File: config.mk
export PLATFORM = sky130hd
export DESIGN_NAME = dualram_rd_stream
export DESIGN_NICKNAME = d
export VERILOG_FILES = /design/src/rtl/dualram_rd_stream.sv
export SDC_FILE = /design/constraint.sdc
export NUM_CORES = 1
export LEC_CHECK = 0
export ABC_CLOCK_PERIOD_IN_PS = 3800
export BUFFER_PORTS_ARGS = -buffer_cell sky130_fd_sc_hd__buf_2
export CORE_ASPECT_RATIO = 0.8
export CORE_MARGIN = 2
export CORE_UTILIZATION = 35
export DETAILED_ROUTE_END_ITERATION = 8
export SYNTH_ARGS = -nofsm -noshare
export SYNTH_HDL_FRONTEND = slang
export SYNTH_SLANG_ARGS = --single-unit
File: constraint.sdc
create_clock -name clk -period 3.8 [get_ports clk]
set_clock_uncertainty 0.15 [all_clocks]
set_input_delay 0.38 -clock clk [delete_from_list [all_inputs] [get_ports clk]]
set_output_delay 0.38 -clock clk [all_outputs]
set_load 0.02 [all_outputs]
File: src/rtl/dualram_rd_stream.sv
// Read-side streamer for a 64-deep simple dual-port RAM: issues reads, absorbs the 1-cycle RAM latency
// through a 2-entry FIFO and delivers a block over valid/ready. Optional m_last via DUALRAM_RD_LAST_EN.
module dualram_rd_stream #(
  parameter int DATA_WIDITH = 32,
  parameter int ADDR_WIDTH  = 6
) (
  input  logic                   clk,
  input  logic                   rst_n,
  input  logic                   start,
  input  logic [ADDR_WIDTH-1:0]  base_addr,
  input  logic [ADDR_WIDTH:0]    len,
  output logic                   busy,
  output logic                   done,
  output logic                   ram_enb,
  output logic [ADDR_WIDTH-1:0]  ram_addrb,
  input  logic [DATA_WIDITH-1:0] ram_doutb,
  output logic                   m_valid,
  input  logic                   m_ready,
  output logic [DATA_WIDITH-1:0] m_data
`ifdef DUALRAM_RD_LAST_EN
  ,
  output logic                   m_last
`endif
);

  localparam logic [ADDR_WIDTH:0] DEPTH   = {1'b1, {ADDR_WIDTH{1'b0}}};
  localparam logic [ADDR_WIDTH:0] CNT_ONE = {{ADDR_WIDTH{1'b0}}, 1'b1};

  typedef enum logic [1:0] {IDLE, RUN, DRAIN, ZERO} state_t;

  function automatic logic [ADDR_WIDTH:0] sat_len(input logic [ADDR_WIDTH:0] l);
    return (l > DEPTH) ? DEPTH : l;
  endfunction

  state_t                  state, state_nxt;
  logic [ADDR_WIDTH-1:0]   base_q;
  logic [ADDR_WIDTH:0]     len_q;
  logic [ADDR_WIDTH:0]     issued;
  logic [ADDR_WIDTH:0]     popped;
  logic                    vld_p1;
  logic [DATA_WIDITH-1:0]  data_p2 [2];
  logic                    wr_ptr, rd_ptr;
  logic [1:0]              fcount;
  logic                    pop;
  logic [2:0]              occ;
`ifdef DUALRAM_RD_LAST_EN
  logic                    last_p1;
  logic                    last_p2 [2];
`endif

  assign pop       = m_valid & m_ready;
  assign m_valid   = (fcount != 2'd0);
  assign m_data    = data_p2[rd_ptr];
  assign busy      = (state != IDLE);
  assign ram_addrb = base_q + issued[ADDR_WIDTH-1:0];

  // FIFO entries plus the word in flight from the RAM must never exceed two slots
  assign occ     = {1'b0, fcount} + {2'b00, vld_p1} - {2'b00, pop};
  assign ram_enb = (state == RUN) && (issued < len_q) && (occ < 3'd2);

`ifdef DUALRAM_RD_LAST_EN
  assign m_last = m_valid & last_p2[rd_ptr];
`endif

  always_comb begin
    state_nxt = state;
    done      = 1'b0;
    unique case (state)
      IDLE:  if (start) state_nxt = (sat_len(len) == '0) ? ZERO : RUN;
      RUN:   if (ram_enb && (issued == len_q - CNT_ONE)) state_nxt = DRAIN;
      DRAIN: if (popped == len_q) begin
               done      = 1'b1;
               state_nxt = IDLE;
             end
      ZERO:  begin
               done      = 1'b1;
               state_nxt = IDLE;
             end
      default: state_nxt = IDLE;
    endcase
  end

  always_ff @(posedge clk or negedge rst_n) begin
    if (!rst_n) begin
      state  <= IDLE;
      base_q <= '0;
      len_q  <= '0;
      issued <= '0;
      popped <= '0;
    end else begin
      state <= state_nxt;
      if (state == IDLE && start) begin
        base_q <= base_addr;
        len_q  <= sat_len(len);
        issued <= '0;
        popped <= '0;
      end else begin
        if (ram_enb) issued <= issued + CNT_ONE;
        if (pop)     popped <= popped + CNT_ONE;
      end
    end
  end

  // p1: RAM read register stage; vld_p1 marks a word arriving on ram_doutb
  always_ff @(posedge clk or negedge rst_n) begin
    if (!rst_n) begin
      vld_p1 <= 1'b0;
    end else begin
      vld_p1 <= ram_enb;
    end
  end

`ifdef DUALRAM_RD_LAST_EN
  always_ff @(posedge clk or negedge rst_n) begin
    if (!rst_n) begin
      last_p1    <= 1'b0;
      last_p2[0] <= 1'b0;
      last_p2[1] <= 1'b0;
    end else begin
      last_p1 <= ram_enb && (issued == len_q - CNT_ONE);
      if (vld_p1) last_p2[wr_ptr] <= last_p1;
    end
  end
`endif

  // p2: output FIFO; simultaneous push and pop leave the occupancy unchanged
  always_ff @(posedge clk or negedge rst_n) begin
    if (!rst_n) begin
      data_p2[0] <= '0;
      data_p2[1] <= '0;
      wr_ptr     <= 1'b0;
      rd_ptr     <= 1'b0;
      fcount     <= 2'd0;
    end else begin
      if (vld_p1) begin
        data_p2[wr_ptr] <= ram_doutb;
        wr_ptr          <= ~wr_ptr;
      end
      if (pop) rd_ptr <= ~rd_ptr;
      case ({vld_p1, pop})
        2'b10:   fcount <= fcount + 2'd1;
        2'b01:   fcount <= fcount - 2'd1;
        default: fcount <= fcount;
      endcase
    end
  end

endmodule
==> results of run 1 <==
==> sequential cells by signal, summed over array words and instances (netlist names) <==
register / count
issued: 7
vld_p1: 1
rd_ptr: 1
fcount: 2
len_q: 7
popped: 7
base_q: 6
data_p2: 64
wr_ptr: 1
state: 2
==> path summary, 6_finish.rpt <==
path                                                to  depth (start not counted)                  start  slack (ps)
max in group asynchronous       data_p2[4]$_DFFE_PN0P_                          2                  rst_n        2560
worst max-delay path                           ram_enb                         10  fcount[1]$_DFFE_PN0P_         310
worst min register to register   base_q[0]$_DFFE_PN0P_                          2  base_q[0]$_DFFE_PN0P_         340
min in group clk                 base_q[2]$_DFFE_PN0P_                          3           base_addr[2]          60
worst max register to register    state[0]$_DFFE_PN0P_                          9  fcount[1]$_DFFE_PN0P_         870
worst min-delay path             base_q[3]$_DFFE_PN0P_                          1                  rst_n          20
==> cells by family (layout without fill, tap and decap cells) <==
group	count (synthesis)	after routing	share of synthesized area (%)
mux	100	100	22.7
buf+inv	39	130	3.04
xor+xnor	28	28	4.96
fa+ha+maj	17	17	4.61
compound gates	43	43	5.92
flops	98	98	49.6
simple gates	87	87	9.19
==> per-stage QoR <==
stage	cell area, um2	hold WS [ps]	setup slack (ps)
after floorplan	4940	-65.6	995
after global placement	5580	313	609
after detailed placement	5580	324	571
after CTS	5860	48.4	207
after global routing	5870	65.8	55.3
final	5870	17.5	307
==> critical path, stage by stage, from the launching register on <==
cell	delay [ps]
dfrtp_1	500
nor3b_2	290
a21oi_1	90
nand2b_1	170
fa_1	470
nor2b_1	140
nand4_1	310
inv_1	210
nand2_1	110
inv_1	140
buf_2	180
==> power by group through the flow <==
stage	sequential, mW	combinational (mW)	clock [mW]
global placement	1.89	2.82	0
finish	1.91	2.86	0.867
detailed placement	1.93	2.87	0
global route	1.98	3.13	0.945
CTS	1.91	2.89	0.901
floorplan	1.78	2.24	0
==> layout by cell type, fill, tap and decap left out, types with 3 or more instances in the layout <==
cell type,netlist,routed
o21ai_0,13,13
nor2_1,12,12
nand4_1,3,3
mux2_2,93,93
nor2b_1,6,5
o31ai_1,3,3
nand2_1,29,29
nand3b_1,6,6
nor4_1,5,5
dfrtp_1,98,98
buf_4,0,5
nor3_1,5,5
mux2i_1,4,4
a21oi_1,12,12
nand2b_1,4,4
inv_6,0,3
clkbuf_16,0,9
xnor2_1,15,15
buf_2,3,89
ha_1,15,15
xor2_1,13,13
inv_1,20,20
and4_1,3,3
mux2_1,3,3
nand3_1,6,6
a21o_1,3,3
==> layout make-up <==
cell class	instances	area [um2]
multi-input combinational	275	2350
timing repair buffer	94	483
fill	1296	7830
tap	180	225
sequential	98	2450
clock inverter	6	50.0
inverter	20	75.1
clock buffer	10	229
==> metal layers <==
layer  GRT usage, %  up-vias  share of wire (%)
met5              0        -                  0
met4           6.04        0                1.7
met3           3.84       12                3.9
met2           23.6       62                 48
met1           18.8     1652                 46
li1               -     1619                  -
==> repair_timing <==
action,in CTS,in global routing
setup endpoints to repair,0,1
endpoints found under the hold margin,0,0
hold buffers,0,0
gates resized for setup,0,1
==> results.yml, run 1 <==
run_status:
  outcome: "complete, no violations"
global_route:
  grt_overflow: 0
  grt_start_max_net_pins: 76
  grt_pass1_wl_mm: 16.8
  antenna_found_initial: 0
  grt_pass1_vias: 3423
  grt_usage_pct: 14.6
worst_setup_path:
  cp-end-kind: "primary output"
  worstSetupPathType: "reg2out"
  path_max_fanout: 8
  cp_data_required_time_ps: 3270
  arrival_ps: 2960
  critPathLaunchType: "flop"
logic_synthesis:
  yosys-top-cells-area: "dfrtp_1 (50%), mux2_2 (21%), ha_1 (3.8%)"
  ys_async_sr_fraction_pct: 100
  yosysWarnings: 0
  synth_top_area_share_pct: 49.6
  synth_edf_count: 0
  ys.flop_type: "dfrtp_1"
  yosys.area.top_type: "dfrtp_1"
  syn-num-nets: 478
  ys_types: 44
  synth-seq-cells: 98
  syn_inst: 412
  seq_area_frac_synth_pct: 49.6
  yosysMostFrequentCell: "dfrtp_1"
  yosys-top-cells-count: "dfrtp_1 (98), mux2_2 (93), nand2_1 (29)"
  syn_area_um2: 4940
  avgSynthCellArea_um2: 12.0
drt:
  postRouteWirelength_mm: 10.5
  drt-pass1-iter-count: 4
  drtIter0Drc: 148
  avgRoutedWirePerCell_um: 15.4
  drc: 0
  vias: 3345
  viasPerCell: 4.90
  drtAntennaViolNets: 0
timing:
  tns_ps: 0
  final_max_slew_viol_count: 0
  fmax_mhz: 286
  hold_violations: 0
  tightest_slew_ps: 1020
  finalSetupViolations: 0
  fin_crit_sh_pct: 91.9
  fin_crit_ps: 3490
  rsz0062_at_grt: "no"
  slew_headroom_pct: 32.1
layout:
  drive_gt1_share_pct: 41.2
  antenna_cells: 0
  fin_cells: 683
  post-route-util_pct: 42.9
  areaGrowthSynthToFinish_pct: 18.7
  nNetsFinal: 564
power:
  p_clk_share_pct: 15.4
  finalPower_mw: 5.64
  p_seq_share_pct: 33.9
  ir_drop_v: 0.000383
  p_sw_share_pct: 40.8
  power_frac_comb_pct: 50.7
  p_sw_mw: 2.30
  power_density_nw_per_um2: 960
  p_int_mw: 3.34
  p_leak_nw: 2.66
place:
  gp_congestion: 0.855
  detailed_place_hpwl_mm: 7.40
  io_buffers: 90
  placed_cells: 667
die:
  die_h_um: 110
  initial_core_util_pct: 36.1
  core_area_um2: 13700
  die_w_um: 137
  die_area_um2: 15100
  rows: 38
  ios: 91
clock_tree:
  insertion_delay_ps: 350
  post_cts_buffers: 0
  cts_sinks: 98
  cts_tree: "done"
  cts-htree-levels: 3
  cts-root-buf: "clkbuf_16"
  cts-buffers-inserted: 9
  clock_path_buffers: 2
  clk_pin_slew_ps: 70
job:
  drv_cap: 0
hold_path:
  holdCritPathClass: "in2async"
(Power assumes the default switching activity.)
==> inputs of run 2 (changes only) <==
ABC_AREA = 1   (was default)
CAP_MARGIN = 40   (was default)
CORE_ASPECT_RATIO = default   (was 0.8)
==> results.yml, run 2 <==
clock_tree:
  cts-htree-levels: 3
  insertion_delay_ps: 350
  cts-root-buf: "clkbuf_16"
  cts_tree: "done"
  cts-buffers-inserted: 9
  cts_sinks: 98
  clock_path_buffers: 2
  clk_pin_slew_ps: 70
global_route:
  grt_overflow: 0
  grt_pass1_vias: 4100
  grt_usage_pct: 15.7
  antenna_found_initial: 0
  grt_pass1_wl_mm: 19.9
  grt_start_max_net_pins: 99
timing:
  final_max_slew_viol_count: 0
  hold_violations: 0
  fin_crit_sh_pct: 78.3
  rsz0062_at_grt: "no"
  tns_ps: 0
  fmax_mhz: 336
  slew_headroom_pct: 59.1
  tightest_slew_ps: 614
  finalSetupViolations: 0
  fin_crit_ps: 2980
power:
  ir_drop_v: 0.000397
  power_density_nw_per_um2: 880
  p_leak_nw: 3.29
place:
  gp_congestion: 0.804
  io_buffers: 90
  detailed_place_hpwl_mm: 7.82
drt:
  drtIter0Drc: 288
  drtAntennaViolNets: 0
  vias: 4274
  viasPerCell: 4.62
  drc: 0
  avgRoutedWirePerCell_um: 12.4
  drt-pass1-iter-count: 4
  postRouteWirelength_mm: 11.5
logic_synthesis:
  yosys-top-cells-area: "dfrtp_1 (48%), nand2_1 (19%), o21ai_0 (7.3%)"
  synth-seq-cells: 98
  synth_top_family_by_area: "simple AND/OR/NAND/NOR gates"
  synth_edf_count: 0
  synth_top_area_share_pct: 48.4
  synth_xor_area_share_pct: 2.07
  yosys.area.top_type: "dfrtp_1"
  yosysWarnings: 0
  ys_types: 35
  yosysMostFrequentCell: "nand2_1"
  syn_area_um2: 5070
  syn-num-nets: 724
  syn_inst: 658
  ys_async_sr_fraction_pct: 100
  yosys-top-cells-count: "nand2_1 (250), dfrtp_1 (98), o21ai_0 (74)"
  synth-simple-area-share_pct: 26.6
  synth_compound_area_share_pct: 10.3
  avgSynthCellArea_um2: 7.70
  ys.flop_type: "dfrtp_1"
  synth_mux_area_share_pct: 0
  synth_adder_area_share_pct: 4.49
  seq_area_frac_synth_pct: 48.4
worst_setup_path:
  r2r_slack_ps: 1360
  cp_data_required_time_ps: 3270
  cp-end-kind: "primary output"
  r2r_end: "issued[3]$_DFFE_PN0P_"
  path_max_fanout: 9
  rr_worst_depth: 11
  critPathLaunchType: "flop"
  arrival_ps: 2450
  worstSetupPathType: "reg2out"
  reg2reg_from: "fcount[1]$_DFFE_PN0P_"
die:
  rows: 43
  core_area_um2: 14000
  die_h_um: 124
  die_w_um: 124
  ios: 91
  initial_core_util_pct: 36.2
  die_area_um2: 15500
layout:
  drive_gt1_share_pct: 17.8
  largest_register_ffs: 64
  antenna_cells: 0
  final_common_cell: "nand2_1"
  areaGrowthSynthToFinish_pct: 18.8
  top_register: "data_p2"
  post-route-util_pct: 43.0
  nNetsFinal: 807
  fill_cells: 1487
  mostFrequentLayoutCells: "nand2_1 (249), dfrtp_1 (98), buf_2 (89)"
job:
  drv_cap: 0
hold_path:
  holdCritPathClass: "in2reg"
  hold_path_depth: 3
  holdPathEnd: "base_q[2]$_DFFE_PN0P_"
  hp-start: "base_addr[2]"
run_status:
  outcome: "complete, no violations"
## run 2: cell types whose count changed in the layout (fill, tap and decap cells not counted), moves of 5 or more
cell / previous run / this run
o21ai_0: 13 / 74
nand3b_1: 6 / 1
mux2_2: 93 / 0
xor2_1: 13 / 8
nor2_1: 12 / 23
inv_2: 0 / 6
nor4_1: 5 / 0
xnor2_1: 15 / 4
o21ai_1: 0 / 9
nand2_1: 29 / 249
nand3_1: 6 / 25
nor2b_1: 5 / 0
inv_1: 20 / 72
## run 2: area by class of cell
cell class | count | area (um2) | area share (%)
Clock buffer | 11 | 243 | 4.03
Clock inverter | 5 | 38.8 | 0.644
Inverter | 81 | 307 | 5.09
Multi-Input combinational cell | 455 | 2210 | 36.7
Sequential cell | 98 | 2450 | 40.7
Tap cell | 180 | 225 | 3.74
Timing Repair Buffer | 96 | 546 | 9.06
## run 2: layer usage
| layer | global-route usage, % | wire length (um) |
|---|---|---|
| met1 | 21.5 | 5660 |
| met2 | 24.6 | 5150 |
| met3 | 4.47 | 566 |
| met4 | 3.97 | 120 |
| met5 | 0 | 0 |
## run 2: per-stage QoR
step	setup slack [ps]	instance area, um2	instances	hold WS, ps	power [mW]
after floorplan	1430	5070	658	-65.6	3.67
after global placement	1230	5680	907	316	4.40
after detailed placement	1190	5730	909	323	4.47
after CTS	780	6020	926	51.5	5.38
after global routing	633	6020	926	71.7	5.80
final	825	6020	926	70.2	5.30
## run 2: kinds of logic (layout without fill, tap and decap cells)
family | Yosys count | in the layout
AO/OA/AOI/OAI | 101 | 101
flip-flops | 98 | 98
AND/OR/NAND/NOR | 325 | 325
XOR/XNOR | 12 | 12
adder cells (fa/ha/maj) | 17 | 17
buffers and inverters | 105 | 193
## run 2: worst max-delay path by stage
stage,from,cells past startpoint,to
global route,fcount[1]$_DFFE_PN0P_,9,ram_enb
floorplan,fcount[1]$_DFFE_PN0P_,8,ram_enb
detailed placement,fcount[1]$_DFFE_PN0P_,9,ram_enb
CTS,fcount[1]$_DFFE_PN0P_,9,ram_enb
global placement,fcount[1]$_DFFE_PN0P_,9,ram_enb
finish,fcount[1]$_DFFE_PN0P_,9,ram_enb
## run 2: power by group
| group | switching (mW) | total, mW | internal [mW] |
|---|---|---|---|
| combinational | 1.71 | 2.62 | 0.903 |
| clock | 0.410 | 0.876 | 0.466 |
| sequential | 0.301 | 1.81 | 1.51 |
## run 2: worst max-delay path, cell delays in order, from the launching register on
cell     delay [ps]
dfrtp_1         420
inv_2            70
nand2_2          80
nand2_4          70
nor2_1          180
o21ai_0         160
fa_1            530
nand3_2         150
nor2_8          230
buf_2           200
## run 2: what timing repair did
item                      in CTS  in global routing
gates resized for setup        0                  0
hold buffers                   1                  0
hold endpoints to repair      98                  0
buffers inserted               0                  0
==> inputs of run 3 (changes only) <==
ABC_AREA = 0   (was 1)
ABC_CLOCK_PERIOD_IN_PS = 2800   (was 3800)
clock period = 2.8 ns   (was 3.8 ns; I/O delays follow)
==> results.yml, run 3 (synthesis results as in run 1) <==
drt:
  viasPerCell: 4.93
  vias: 3489
  drtIter0Drc: 150
  postRouteWirelength_mm: 10.5
  drtAntennaViolNets: 0
  drc: 0
  avgRoutedWirePerCell_um: 14.8
  drt-pass1-iter-count: 4
job:
  drv_cap: 0
place:
  gp_congestion: 0.780
  detailed_place_hpwl_mm: 7.16
  io_buffers: 90
  dpl_worst_slack_ps: 87.6
clock_tree:
  cts-htree-levels: 3
  cts_tree: "done"
  cts-buffers-inserted: 9
  clk_pin_slew_ps: 80
  clock_path_buffers: 2
  cts-root-buf: "clkbuf_16"
  insertion_delay_ps: 350
  cts_sinks: 98
timing:
  hold_violations: 0
  final_max_slew_viol_count: 0
  fin_crit_ps: 2800
  fmax_mhz: 358
  finalSetupViolations: 0
  tightest_slew_ps: 691
  fin_crit_sh_pct: 99.9
  rsz0062_at_grt: "yes"
  slew_headroom_pct: 53.9
  hold_slack_ps: 18.7
  layout_setup_ws_ps: 3.39
worst_setup_path:
  cp_cell_sequence: "nor3b_2 > a21oi_2 > nand2b_4 > fa_1 > nor2b_1 > nand4_1 > inv_2 > nand2_2 > inv_2 > buf_6"
  crit_top_cell: "inv_2"
  cp-end-kind: "primary output"
  max_stage_delay_ps: 480
  r2r_slack_ps: 130
  path_max_fanout: 3
  cpMaxStageDelayCell: "fa_1"
  arrival_ps: 2370
  critPathLaunchType: "flop"
  worstSetupPathType: "reg2out"
  cp_data_required_time_ps: 2370
global_route:
  grt_pass1_vias: 3659
  grt_start_max_net_pins: 54
  grt_overflow: 0
  grt_pass1_wl_mm: 17.4
  antenna_found_initial: 0
  grt_usage_pct: 15.0
layout:
  antenna_cells: 0
  nNetsFinal: 588
  largest_register_ffs: 64
  drive_gt1_share_pct: 44.4
  top_register: "data_p2"
  final_common_cell: "dfrtp_1"
  fill_cells: 1299
  areaGrowthSynthToFinish_pct: 24.9
  mostFrequentLayoutCells: "dfrtp_1 (98), mux2_2 (93), buf_2 (88)"
die:
  die_area_um2: 15100
  core_area_um2: 13800
  ios: 91
  rows: 43
  die_h_um: 123
  die_w_um: 123
  initial_core_util_pct: 35.8
power:
  power_density_nw_per_um2: 1330
  ir_drop_v: 0.000614
  finalPower_mw: 8.20
  p_leak_nw: 2.82
hold_path:
  holdCritPathClass: "in2reg"
run_status:
  outcome: "complete, no violations"
-- run 3: layout make-up --
class	instances	area, um2	area share [%]
Multi-Input combinational cell	275	2400	38.9
Tap cell	180	225	3.65
Clock buffer	9	225	3.65
Sequential cell	98	2450	39.7
Timing Repair Buffer	118	702	11.4
Clock inverter	7	92.6	1.50
Inverter	20	75.1	1.22
-- run 3: critical path: cells and delay by family (launching register included) --
kind            cells  cell delay, ps
simple gates        5             750
fa+ha+maj           1             480
flops               1             400
buf+inv             3             330
compound gates      1              70
-- run 3: power by group --
part / switching [mW] / internal (mW)
sequential: 0.450 / 2.09
combinational: 2.22 / 2.14
clock: 0.587 / 0.718
-- run 3: path summary, 6_finish.rpt --
kind	from	to	cells after the start
min in group asynchronous	rst_n	data_p2[38]$_DFFE_PN0P_	2
max in group asynchronous	rst_n	data_p2[56]$_DFFE_PN0P_	3
min	ram_doutb[13]	data_p2[45]$_DFFE_PN0P_	2
max reg2reg	fcount[0]$_DFFE_PN0P_	issued[6]$_DFFE_PN0P_	13
min reg2reg	data_p2[36]$_DFFE_PN0P_	data_p2[36]$_DFFE_PN0P_	1
max	fcount[0]$_DFFE_PN0P_	ram_enb	10
-- run 3: through the flow --
| stage | utilization, % | std cells | instance area (um2) | TNS (ps) |
|---|---|---|---|---|
| CTS | 44.3 | 707 | 6130 | 0 |
| global route | 44.7 | 707 | 6180 | -127 |
| floorplan | - | 412 | 4940 | 0 |
| finish | 44.7 | 707 | 6180 | 0 |
| detailed placement | 40.9 | 674 | 5650 | 0 |
| global placement | 40.9 | 674 | 5650 | 0 |
-- run 3: timing repair --
action	4_1_cts	5_1_grt
endpoints found under the hold margin	59	0
hold buffers	8	0
endpoints found under the setup margin	1	7
pin swaps	2	3
cloned	0	0
resized for setup	7	7
buffers inserted	9	2
-- run 3: metal layers --
metal | wire (um) | up-vias | global-route usage [%]
met4 | 157 | 0 | 5.24
met5 | 0 | - | 0
li1 | - | 1680 | -
met3 | 557 | 13 | 4.37
met2 | 5020 | 72 | 25.2
met1 | 4730 | 1724 | 18.3
